$ cat src/rtl/lookahead_grant_sequencer_pkg.sv
// Shared types and constants for the lookahead grant sequencer: state encoding,
// client count, default grant timeout and a reference round-robin pick.
package lookahead_grant_sequencer_pkg;

  localparam int N_CLIENTS       = 66;
  localparam int TIMEOUT_DEFAULT = 15;
  localparam int IDX_W           = $clog2(N_CLIENTS);

  typedef enum logic [1:0] {
    ST_IDLE  = 2'd0,
    ST_SCAN  = 2'd1,
    ST_GRANT = 2'd2
  } state_e;

  typedef struct packed {
    logic             found;
    logic [IDX_W-1:0] idx;
  } pick_t;

  // Lowest set index at or above ptr, else lowest set index overall.
  function automatic pick_t rr_pick(input logic [N_CLIENTS-1:0] pending,
                                    input logic [IDX_W-1:0]     ptr);
    pick_t            res;
    logic             hi_found;
    logic [IDX_W-1:0] hi_idx;
    res      = '0;
    hi_found = 1'b0;
    hi_idx   = '0;
    for (int i = N_CLIENTS - 1; i >= 0; i--) begin
      if (pending[i]) begin
        res.found = 1'b1;
        res.idx   = IDX_W'(i);
        if (ptr <= IDX_W'(i)) begin
          hi_found = 1'b1;
          hi_idx   = IDX_W'(i);
        end
      end
    end
    if (hi_found) res.idx = hi_idx;
    return res;
  endfunction

endpackage

$ cat src/rtl/lookahead_grant_sequencer_rr_find_first.sv
// Combinational wrapped priority search: first set request at or after ptr,
// wrapping around, done as a find-first over a double-width masked vector.
module lookahead_grant_sequencer_rr_find_first #(
  parameter int N  = 66,
  parameter int IW = $clog2(N)
) (
  input  logic [N-1:0]  req,
  input  logic [IW-1:0] ptr,
  output logic          found,
  output logic [IW-1:0] idx
);

  localparam int PW = $clog2(2 * N);

  logic [N-1:0]   lo_mask;
  logic [2*N-1:0] dbl;
  logic [PW-1:0]  pos;

  // The lower copy only keeps requests at or above ptr; the upper copy is the
  // full vector, so a miss in the lower half naturally wraps to index 0.
  always_comb begin
    for (int i = 0; i < N; i++) begin
      lo_mask[i] = (ptr <= IW'(i));
    end
    dbl = {req, req & lo_mask};
  end

  // NOTE: every output of a combinational block gets a default before any
  // conditional assignment, otherwise synthesis infers a latch to hold it.
  always_comb begin
    pos = '0;
    for (int i = 2 * N - 1; i >= 0; i--) begin
      if (dbl[i]) pos = PW'(i);
    end
  end

  assign found = |req;
  assign idx   = (pos >= PW'(N)) ? IW'(pos - PW'(N)) : IW'(pos);

endmodule

$ cat src/rtl/lookahead_grant_sequencer.sv
// Captures an enable snapshot and serializes it into one-hot, round-robin
// grants, each closed by a client acknowledge or a timeout.
module lookahead_grant_sequencer
  import lookahead_grant_sequencer_pkg::*;
#(
  parameter int N       = N_CLIENTS,
  parameter int TIMEOUT = TIMEOUT_DEFAULT,
  parameter int IW      = $clog2(N)
) (
  input  logic          clk,
  input  logic          rst_n,
  input  logic [N-1:0]  en_vec,
  input  logic          en_valid,
  input  logic          flush,
  output logic [N-1:0]  gnt,
  output logic [IW-1:0] gnt_idx,
  output logic          gnt_valid,
  input  logic          gnt_ack,
  output logic          busy,
  output logic          done,
  output logic          timeout_err,
  output logic          overrun
);

  localparam int TW = (TIMEOUT > 1) ? $clog2(TIMEOUT) : 1;

  state_e        state_q,   state_d;
  logic [N-1:0]  pending_q, pending_d;
  logic [IW-1:0] ptr_q,     ptr_d;
  logic [IW-1:0] cur_q,     cur_d;
  logic [TW-1:0] tmo_cnt_q, tmo_cnt_d;

  logic          pick_found;
  logic [IW-1:0] pick_idx;
  logic          tmo_last;

  lookahead_grant_sequencer_rr_find_first #(
    .N  (N),
    .IW (IW)
  ) u_find (
    .req   (pending_q),
    .ptr   (ptr_q),
    .found (pick_found),
    .idx   (pick_idx)
  );

  assign tmo_last = (tmo_cnt_q == TW'(TIMEOUT - 1));

  always_comb begin
    state_d     = state_q;
    pending_d   = pending_q;
    ptr_d       = ptr_q;
    cur_d       = cur_q;
    tmo_cnt_d   = tmo_cnt_q;
    done        = 1'b0;
    timeout_err = 1'b0;
    overrun     = 1'b0;

    case (state_q)
      ST_IDLE: begin
        if (en_valid) begin
          pending_d = en_vec;
          state_d   = ST_SCAN;
        end
      end
      ST_SCAN: begin
        overrun = en_valid;
        if (!pick_found) begin
          done    = 1'b1;
          state_d = ST_IDLE;
        end else begin
          cur_d     = pick_idx;
          tmo_cnt_d = '0;
          state_d   = ST_GRANT;
        end
      end
      ST_GRANT: begin
        overrun = en_valid;
        // An ack arriving on the final timeout cycle still counts as accepted.
        if (gnt_ack || tmo_last) begin
          pending_d[cur_q] = 1'b0;
          ptr_d            = (cur_q == IW'(N - 1)) ? '0 : cur_q + IW'(1);
          timeout_err      = !gnt_ack;
          state_d          = ST_SCAN;
        end else begin
          tmo_cnt_d = tmo_cnt_q + TW'(1);
        end
      end
      default: state_d = ST_IDLE;
    endcase

    // Flush abandons the batch outright; ptr keeps only completed grants.
    if (flush) begin
      pending_d   = '0;
      ptr_d       = ptr_q;
      state_d     = ST_IDLE;
      done        = 1'b0;
      timeout_err = 1'b0;
      overrun     = 1'b0;
    end
  end

  // NOTE: sequential state uses non-blocking assignments so every flop samples
  // the pre-edge values, independent of statement order.
  always_ff @(posedge clk or negedge rst_n) begin
    if (!rst_n) begin
      state_q   <= ST_IDLE;
      pending_q <= '0;
      ptr_q     <= '0;
      cur_q     <= '0;
      tmo_cnt_q <= '0;
    end else begin
      state_q   <= state_d;
      pending_q <= pending_d;
      ptr_q     <= ptr_d;
      cur_q     <= cur_d;
      tmo_cnt_q <= tmo_cnt_d;
    end
  end

  assign gnt_valid = (state_q == ST_GRANT);
  assign gnt_idx   = gnt_valid ? cur_q : '0;
  assign busy      = (state_q != ST_IDLE);

  always_comb begin
    gnt = '0;
    if (gnt_valid) gnt[cur_q] = 1'b1;
  end

endmodule

$ cat config.mk
export PLATFORM = sky130hd
export DESIGN_NAME = lookahead_grant_sequencer
export DESIGN_NICKNAME = d
export VERILOG_FILES = /design/src/rtl/lookahead_grant_sequencer_pkg.sv /design/src/rtl/lookahead_grant_sequencer_rr_find_first.sv /design/src/rtl/lookahead_grant_sequencer.sv
export SDC_FILE = /design/constraint.sdc
export NUM_CORES = 1
export LEC_CHECK = 0
export CAP_MARGIN = 25
export CORE_ASPECT_RATIO = 1.5
export CORE_MARGIN = 3
export CORE_UTILIZATION = 55
export CTS_CLUSTER_SIZE = 24
export DETAILED_ROUTE_END_ITERATION = 16
export PLACE_DENSITY = 0.86
export SLEW_MARGIN = 10
export SYNTH_ARGS = -nofsm -noshare
export SYNTH_HDL_FRONTEND = slang
export SYNTH_SLANG_ARGS = --single-unit
$ cat constraint.sdc
create_clock -name clk -period 5.8 [get_ports clk]
set_clock_uncertainty 0.05 [all_clocks]
set_input_delay 0.87 -clock clk [delete_from_list [all_inputs] [get_ports clk]]
set_output_delay 0.87 -clock clk [all_outputs]
set_load 0.01 [all_outputs]
==> results of run 1 <==
[worst paths after layout]
path	start	endpoint	slack [ns]
worst max-delay path	ptr_q[1]$_DFFE_PN0P_	cur_q[2]$_DFFE_PN0P_	1.27
worst min-delay path	rst_n	pending_q[22]$_DFFE_PN0P_	0.44
worst max register to register	ptr_q[1]$_DFFE_PN0P_	cur_q[2]$_DFFE_PN0P_	1.27
worst min register to register	pending_q[37]$_DFFE_PN0P_	pending_q[37]$_DFFE_PN0P_	0.53
max in group asynchronous	rst_n	ptr_q[0]$_DFFE_PN0P_	4.61
min in group clk	pending_q[37]$_DFFE_PN0P_	pending_q[37]$_DFFE_PN0P_	0.53
[power by group]
group          total (mW)  switching [mW]  internal (mW)
Clock               0.639           0.278          0.360
Combinational        2.43            1.62          0.808
Sequential           1.05           0.345          0.709
Total                4.12            2.25           1.88
[state kept, by name, summed over array words and instances, names as in the netlist]
name       cells
pending_q     66
tmo_cnt_q      4
ptr_q          7
cur_q          7
state_q        2
[per-stage QoR]
stage,power [mW],hold slack [ns],utilization
4_1_cts,3.98,0.466,0.700
5_1_grt,4.30,0.482,0.701
6_report,4.12,0.439,0.701
3_5_place_dp,3.35,0.498,0.677
2_1_floorplan,2.54,0.461,-
3_3_place_gp,3.34,0.507,0.673
[cells in the mapped netlist (11+ instances only)]
cell / n
nor2_1: 200
a211oi_1: 12
nand2_1: 75
nor3_1: 32
nor4_1: 22
inv_1: 39
nand4_1: 12
dfrtp_1: 86
nand3_1: 27
and2_1: 11
a21oi_1: 59
nor2b_1: 14
a22o_1: 66
clkbuf_1: 49
o21ai_0: 138
[cells by family after synthesis]
logic type,synth area share
buffers and inverters,0.0631
flip-flops,0.281
AO/OA/AOI/OAI,0.351
XOR/XNOR,0.00916
AND/OR/NAND/NOR,0.279
multiplexers,0.00278
adder cells (fa/ha/maj),0.0131
[metal layers]
layer,GRT usage,routed length (um),vias up
li1,-,-,4165
met1,0.532,12300,4486
met2,0.687,15800,648
met3,0.107,3310,167
met4,0.278,2610,0
met5,0,0,-
[critical path, stage by stage, from the launching register on]
cell and delay, ns:
dfrtp_1 0.92, o21ai_1 0.50, a32oi_1 0.36, o21ai_0 0.18, or4_1 0.49, or4_1 0.52, a311oi_1 0.50, nor2_1 0.19
ha_1 0.32, a21oi_1 0.15, o31a_1 0.16, o22a_1 0.12
[area by class of cell]
cell class	instances	area (sq um)
Clock buffer	12	256
Antenna cell	1	2.50
Sequential cell	86	2150
Clock inverter	4	53.8
Fill cell	1112	4050
Multi-Input combinational cell	872	5020
Inverter	41	154
Tap cell	162	203
Timing Repair Buffer	166	1640
==> metrics.txt, run 1 <==
layout cell share with drive strength beyond 1 0.0440; Setup Crit Path Kind reg2reg; Die X 102 um; Non-Filler Instances 1344; first-pass iteration count of the detailed router 6; post-DP HPWL 25100 um; Setup crit end kind register; Ys Warns 0; CP required 6.04 ns; EDFF count, synth 0; Synth Net Count 1153; Syn Inst Count 1074; Post-Route WL 34100 um; fin nets 1255; Max-Cap Viols 0; CTS tree built; mapped cell area 7650 sq um; P_leak 3.70 nW; initial antenna violation count 1; Final Critical Period 4.53 ns; num rows 52; post-synthesis register bit count 86; P&R area growth vs syn 23.9%; initial core utilization 0.565; Post-CTS Hold Fix Bufs 0; status finished clean; All-Layer GR Usage 0.438; full die area 15400 sq um; Cell variety after synth 82; CTS clk-pin slew, worst paths 0.08 ns; core footprint 13500 sq um; Critical Path Source Type register; Placed Instance Area 9160 sq um; fraction of registers with async set/reset 1.00; Ports 149; 1st-iter DRT viols 1023; Post-DRT Antenna Nets 0; placed insts 1325; PnR worst setup slack 1.27 ns; wire per inst 25.3 um; FMAX 221 MHz; fin. max-slew vios 0; Clock Root Buffer clkbuf_16; number of cells upsized or downsized after cts 0; chip height 150 um; P per Cell Area 435 nW/um^2; post-CTS setup buffer count 0; routed vias 9466; Reg2Reg Depth 11; clk_lat worst skew 0.35 ns; first-pass GRT wire length 51100 um; Longest Clk Path Bufs 2; total CTS buffers 9; top cells by area, synth dfrtp_1 (28%), nor2_1 (9.8%), o21ai_0 (9.0%); Post-Place Setup Slack 1.50 ns; maximum VDD drop 370 uV; vias in the first global route 8891; fin crit share 0.782; grt total ovfl 0; register area share after synthesis 0.281; hold crit path type in2async; largest net degree at the start of global routing 67; commonest non-fill, non-tap cell in the layout nor2_1; Slew HR 0.297; area share of the largest cell type after synthesis 0.281; Worst Path Max Fanout 23; htree depth 3; setup TNS 0 ns; commonest non-fill, non-tap cells in the layout nor2_1 (200), clkdlybuf4s50_1 (147), o21ai_0 (138); average size of a mapped cell 7.12 sq um; port bufs 148; ys flop type dfrtp_1; Yosys top cell by area dfrtp_1; Placer Congestion 1.11; worst slew pin tran 1.05 ns; unrepaired setup endpoints after global routing false; Arr. time, crit path 4.77 ns; Clock Sinks 86; DRC 0; Design Area, Final 9480 sq um; drt via density 7.04; Setup Viol. Count Final 0; Hold Fails Final Rpt 0
Power figures use the tool's default switching activity.
==> run 2: changes to the inputs <==
Settings changed: CORE_UTILIZATION 55 to 48, PLACE_DENSITY 0.86 to 0.8.
Clock period 5.8 ns to 3.87 ns, I/O delays scaled along.
==> run 2 against run 1 <==
- sequential power is 41% higher
- flip-flop and latch count stayed put
- first-iteration DRC count up 13%
- highest routed layer unchanged
- cell count grew 9.1%
- core utilization shrank 3.3 points
- clock power increased by 51%
- routed wire length is 4.4% higher
- critical path depth down 5
- combinational power increased by 80%
- critical path type is now reg2out
- sequential share of layout area decreased by 1.6 points
- global-route usage shrank 3.7 points
==> metrics.txt, run 2 (synthesized netlist as in run 1, its figures left out) <==
layout cell share with drive strength beyond 1 0.118; fin nets 1340; Setup Viol. Count Final 0; maximum VDD drop 576 uV; grt total ovfl 0; fin. max-slew vios 0; port bufs 148; CP required 3.24 ns; Placer Congestion 1.06; All-Layer GR Usage 0.401; Largest regs pending_q x66, cur_q x7, ptr_q x7; Setup crit end kind primary output; placed insts 1448; P_leak 4.12 nW; core footprint 15300 sq um; PnR worst setup slack 0.0331 ns; vias in the first global route 9351; Slew HR 0.379; Post-Place Setup Slack 0.122 ns; P per Cell Area 667 nW/um^2; Post-CTS Hold Fix Bufs 0; max reg flops 66; worst reg2reg path endpoint cur_q[1]$_DFFE_PN0P_; largest net degree at the start of global routing 69; Reg2Reg Depth 11; Setup Crit Path Kind reg2out; Longest Clk Path Bufs 2; Clock Root Buffer clkbuf_16; fin crit share 0.991; Fillers 1386; unrepaired setup endpoints after global routing true; commonest non-fill, non-tap cell in the layout nor2_1; drt via density 6.60; total CTS buffers 9; Final Critical Period 3.84 ns; worst slew pin tran 0.932 ns; first-pass GRT wire length 53600 um; P&R area growth vs syn 33.9%; Die X 109 um; Post-DRT Antenna Nets 0; CP max stage cell clkdlybuf4s50_1; crit-path max cell delay 0.58 ns; Post-Route WL 35600 um; CTS tree built; num rows 55; CTS clk-pin slew, worst paths 0.07 ns; first-pass iteration count of the detailed router 6; DRC 0; routed vias 9672; Placed Instance Area 9850 sq um; Worst Path Max Fanout 6; Design Area, Final 10200 sq um; Non-Filler Instances 1466; post-CTS setup buffer count 0; Hold Fails Final Rpt 0; commonest non-fill, non-tap cells in the layout nor2_1 (200), clkdlybuf4s50_1 (147), o21ai_0 (138); 1st-iter DRT viols 1152; Max-Cap Viols 0; worst-path cell chain nor4_4 -> nand3_2 -> or3_1 -> or4_4 -> nor4_1 -> clkdlybuf4s50_1; post-DP HPWL 27100 um; htree depth 3; wire per inst 24.3 um; setup slack, reg-to-reg 0.17 ns; initial core utilization 0.498; setup TNS 0 ns; Largest Register pending_q; Arr. time, crit path 3.21 ns; chip height 161 um; Critical Path Source Type register; Layout Utilization 0.668; status finished clean; initial antenna violation count 2; FMAX 261 MHz; Clock Sinks 86; hold crit path type in2async; full die area 17500 sq um; Ports 149; clk_lat worst skew 0.35 ns; worst r2r src pending_q[19]$_DFFE_PN0P_
[run 2: cell count changes in the layout (fill, tap and decap cells not counted), moves of 4 or more]
cell	delta
buf_4	+85
dfrtp_1	-4
dfrtp_2	+4
nor4_1	-6
nor4_2	+4
[run 2: where the power goes]
group	internal [mW]	switching, mW
Combinational	1.70	2.69
Sequential	1.07	0.414
Clock	0.566	0.396
[run 2: cell type report]
type                    count  area, sq um  area share
clock buffers              10          229      0.0224
flip-flops and latches     86         2160       0.211
repair buffers            251         2270       0.222
clock inverters             5         83.8     0.00818
multi-input cells         872         5090       0.497
diodes                      2         5.00    0.000489
well taps                 199          249      0.0243
inverters                  41          154      0.0150
[run 2: stage by stage]
| stage | hold WS, ns | total power, mW |
|---|---|---|
| after global routing | 0.367 | 7.18 |
| after global placement | 0.495 | 5.67 |
| after detailed placement | 0.503 | 5.66 |
| after CTS | 0.335 | 6.66 |
| final | 0.311 | 6.83 |
| after floorplan | 0.235 | 3.80 |
[run 2: worst max path at each step]
stage | from | end | slack (ns) | cells past startpoint
5_1_grt | pending_q[31]$_DFFE_PN0P_ | done | -0.002 | 6
3_3_place_gp | ptr_q[1]$_DFFE_PN0P_ | cur_q[1]$_DFFE_PN0P_ | 0.13 | 10
2_1_floorplan | ptr_q[3]$_DFFE_PN0P_ | cur_q[2]$_DFFE_PN0P_ | 0.65 | 13
4_1_cts | pending_q[59]$_DFFE_PN0P_ | done | 0.0009 | 6
6_report | pending_q[31]$_DFFE_PN0P_ | done | 0.03 | 6
3_5_place_dp | pending_q[31]$_DFFE_PN0P_ | done | 0.12 | 6
[run 2: what timing repair did]
action / CTS / global route
resized for setup: 7 / 8
pin swaps: 1 / 0
endpoints found under the setup margin: 1 / 6
[run 2: routing by layer]
metal	share of wire	wire length, um	up-vias	track usage
met5	0	0	-	0
met4	0.066	2360	0	0.241
met3	0.083	2940	138	0.0869
met2	0.48	16900	536	0.641
met1	0.37	13300	4650	0.487
li1	-	-	4348	-
[run 2: worst max-delay path, delay by kind of cell, from the launching register on]
kind          cells  cell delay (ns)
simple gates      5             1.78
buf+inv           1             0.58
flops             1             0.49
==> run 3: changes to the inputs <==
Settings changed: RECOVER_POWER from default to 100.
==> run 3 against run 2 <==
- core utilization decreased by 0.12 points
- flip-flop and latch count unchanged
- cell count stayed put
- power about the same
- routed wire length barely moved
- the flow now finishes with violations (capacitance limit, slew limit)
- setup slack got worse by 0.0032 ns
- via count down 0.79%
- critical path depth stayed put
==> metrics.txt, run 3 (synthesized netlist as in run 1, its figures left out) <==
DRC 0; origin of the worst setup path pending_q[31]$_DFFE_PN0P_; total CTS buffers 9; setup slack, reg-to-reg 0.20 ns; clk_lat worst skew 0.36 ns; maximum VDD drop 575 uV; Post-CTS Hold Fix Bufs 0; Critical Path Source Type register; wire per inst 24.2 um; fin crit share 0.992; first-pass iteration count of the detailed router 6; 1st-iter DRT viols 1117; unrepaired setup endpoints after global routing true; Non-Filler Instances 1466; Fillers 1388; Worst Path Max Fanout 6; worst reg2reg path endpoint cur_q[1]$_DFFE_PN0P_; largest net degree at the start of global routing 69; Placer Congestion 1.06; worst-path cell chain nor4_4 -> nand3_2 -> or3_1 -> or4_4 -> nor4_1 -> clkdlybuf4s50_1; Ports 149; FMAX 260 MHz; violated checks capacitance limit, slew limit; Final Critical Period 3.84 ns; core footprint 15300 sq um; CP max stage cell clkdlybuf4s50_1; crit-path max cell delay 0.59 ns; chip height 161 um; routed vias 9596; Die X 109 um; layout cell share with drive strength beyond 1 0.114; Hold Fails Final Rpt 0; Layout Utilization 0.666; post-DP HPWL 27100 um; placed insts 1448; Placed Instance Area 9850 sq um; Worst path top cell family by delay simple AND/OR/NAND/NOR gates; Setup Crit Path Kind reg2out; vias in the first global route 9351; WP buf/inv 1; Fin Hold WS 0.525 ns; initial core utilization 0.498; Setup Viol. Count Final 0; CP required 3.24 ns; Largest regs pending_q x66, cur_q x7, ptr_q x7; Design Area, Final 10200 sq um; hold crit path type reg2reg; Largest Register pending_q; full die area 17500 sq um; commonest non-fill, non-tap cells in the layout nor2_1 (200), clkdlybuf4s50_1 (146), o21ai_0 (138); fin nets 1340; Worst Hold Endpoint pending_q[65]$_DFFE_PN0P_; status finished with violations; Hold Path Origin pending_q[65]$_DFFE_PN0P_; WHS Path Cells 1; Slew HR -0.204; P&R area growth vs syn 33.7%; num rows 55; CTS tree built; Reg2Reg Depth 11; initial antenna violation count 2; Arr. time, crit path 3.21 ns; P per Cell Area 668 nW/um^2; Clock Root Buffer clkbuf_16; fin. max-slew vios 69; first-pass GRT wire length 53600 um; max reg flops 66; commonest non-fill, non-tap cell in the layout nor2_1; P_leak 4.10 nW; worst slew pin tran 1.81 ns; Max-Cap Viols 1; All-Layer GR Usage 0.401; Longest Clk Path Bufs 2; Post-DRT Antenna Nets 0; port bufs 148; grt total ovfl 0; htree depth 3; CTS clk-pin slew, worst paths 0.07 ns; Clock Sinks 86; drt via density 6.55; Post-Route WL 35500 um; worst r2r src pending_q[19]$_DFFE_PN0P_; Setup crit end kind primary output
[run 3: changes by cell type in the layout (fill, tap and decap cells not counted)]
cell | before | now
dlygate4sd3_1 | 0 | 1
clkbuf_1 | 1 | 6
buf_4 | 101 | 96
clkdlybuf4s50_1 | 147 | 146
[run 3: worst max path at each step]
stage / end / slack, ns / cells after the start
3_3_place_gp: cur_q[1]$_DFFE_PN0P_ / 0.13 / 10
4_1_cts: done / 0.0009 / 6
3_5_place_dp: done / 0.12 / 6
6_report: done / 0.03 / 6
2_1_floorplan: cur_q[2]$_DFFE_PN0P_ / 0.65 / 13
5_1_grt: done / -0.002 / 6
[run 3: cell type report]
type / count / area (sq um) / area share
multi-input cells: 872 / 5090 / 0.498
repair buffers: 251 / 2260 / 0.221
flip-flops and latches: 86 / 2160 / 0.211
well taps: 199 / 249 / 0.0244
clock buffers: 10 / 229 / 0.0224
inverters: 41 / 154 / 0.0151
clock inverters: 5 / 83.8 / 0.00820
diodes: 2 / 5.00 / 0.000489
[run 3: per-layer routing]
metal  GRT usage  vias up  routed length, um
met1       0.487     4590              13400
li1            -     4337                  -
met2       0.641      534              16900
met4       0.241        0               2430
met3      0.0869      135               2820
met5           0        -                  0
[run 3: what timing repair did]
| action | in CTS | in global routing |
|---|---|---|
| setup buffers | 0 | 0 |
| hold endpoints to repair | 0 | 0 |
| endpoints found under the setup margin | 1 | 6 |
| gates resized for setup | 7 | 8 |
| pin swaps | 1 | 0 |
[run 3: metrics by stage]
step	setup slack, ns	setup TNS [ns]	power [mW]
2_1_floorplan	0.650	0	3.80
3_3_place_gp	0.131	0	5.67
3_5_place_dp	0.122	0	5.66
4_1_cts	0.000937	0	6.66
5_1_grt	-0.00154	-0.00154	7.17
6_report	0.0298	0	6.83
[run 3: power breakdown]
part	total, mW	switching, mW	leakage, nW	internal (mW)
combinational	4.39	2.69	2.81	1.69
clock	0.965	0.399	0.145	0.566
sequential	1.48	0.411	1.14	1.07
total	6.83	3.50	4.10	3.33
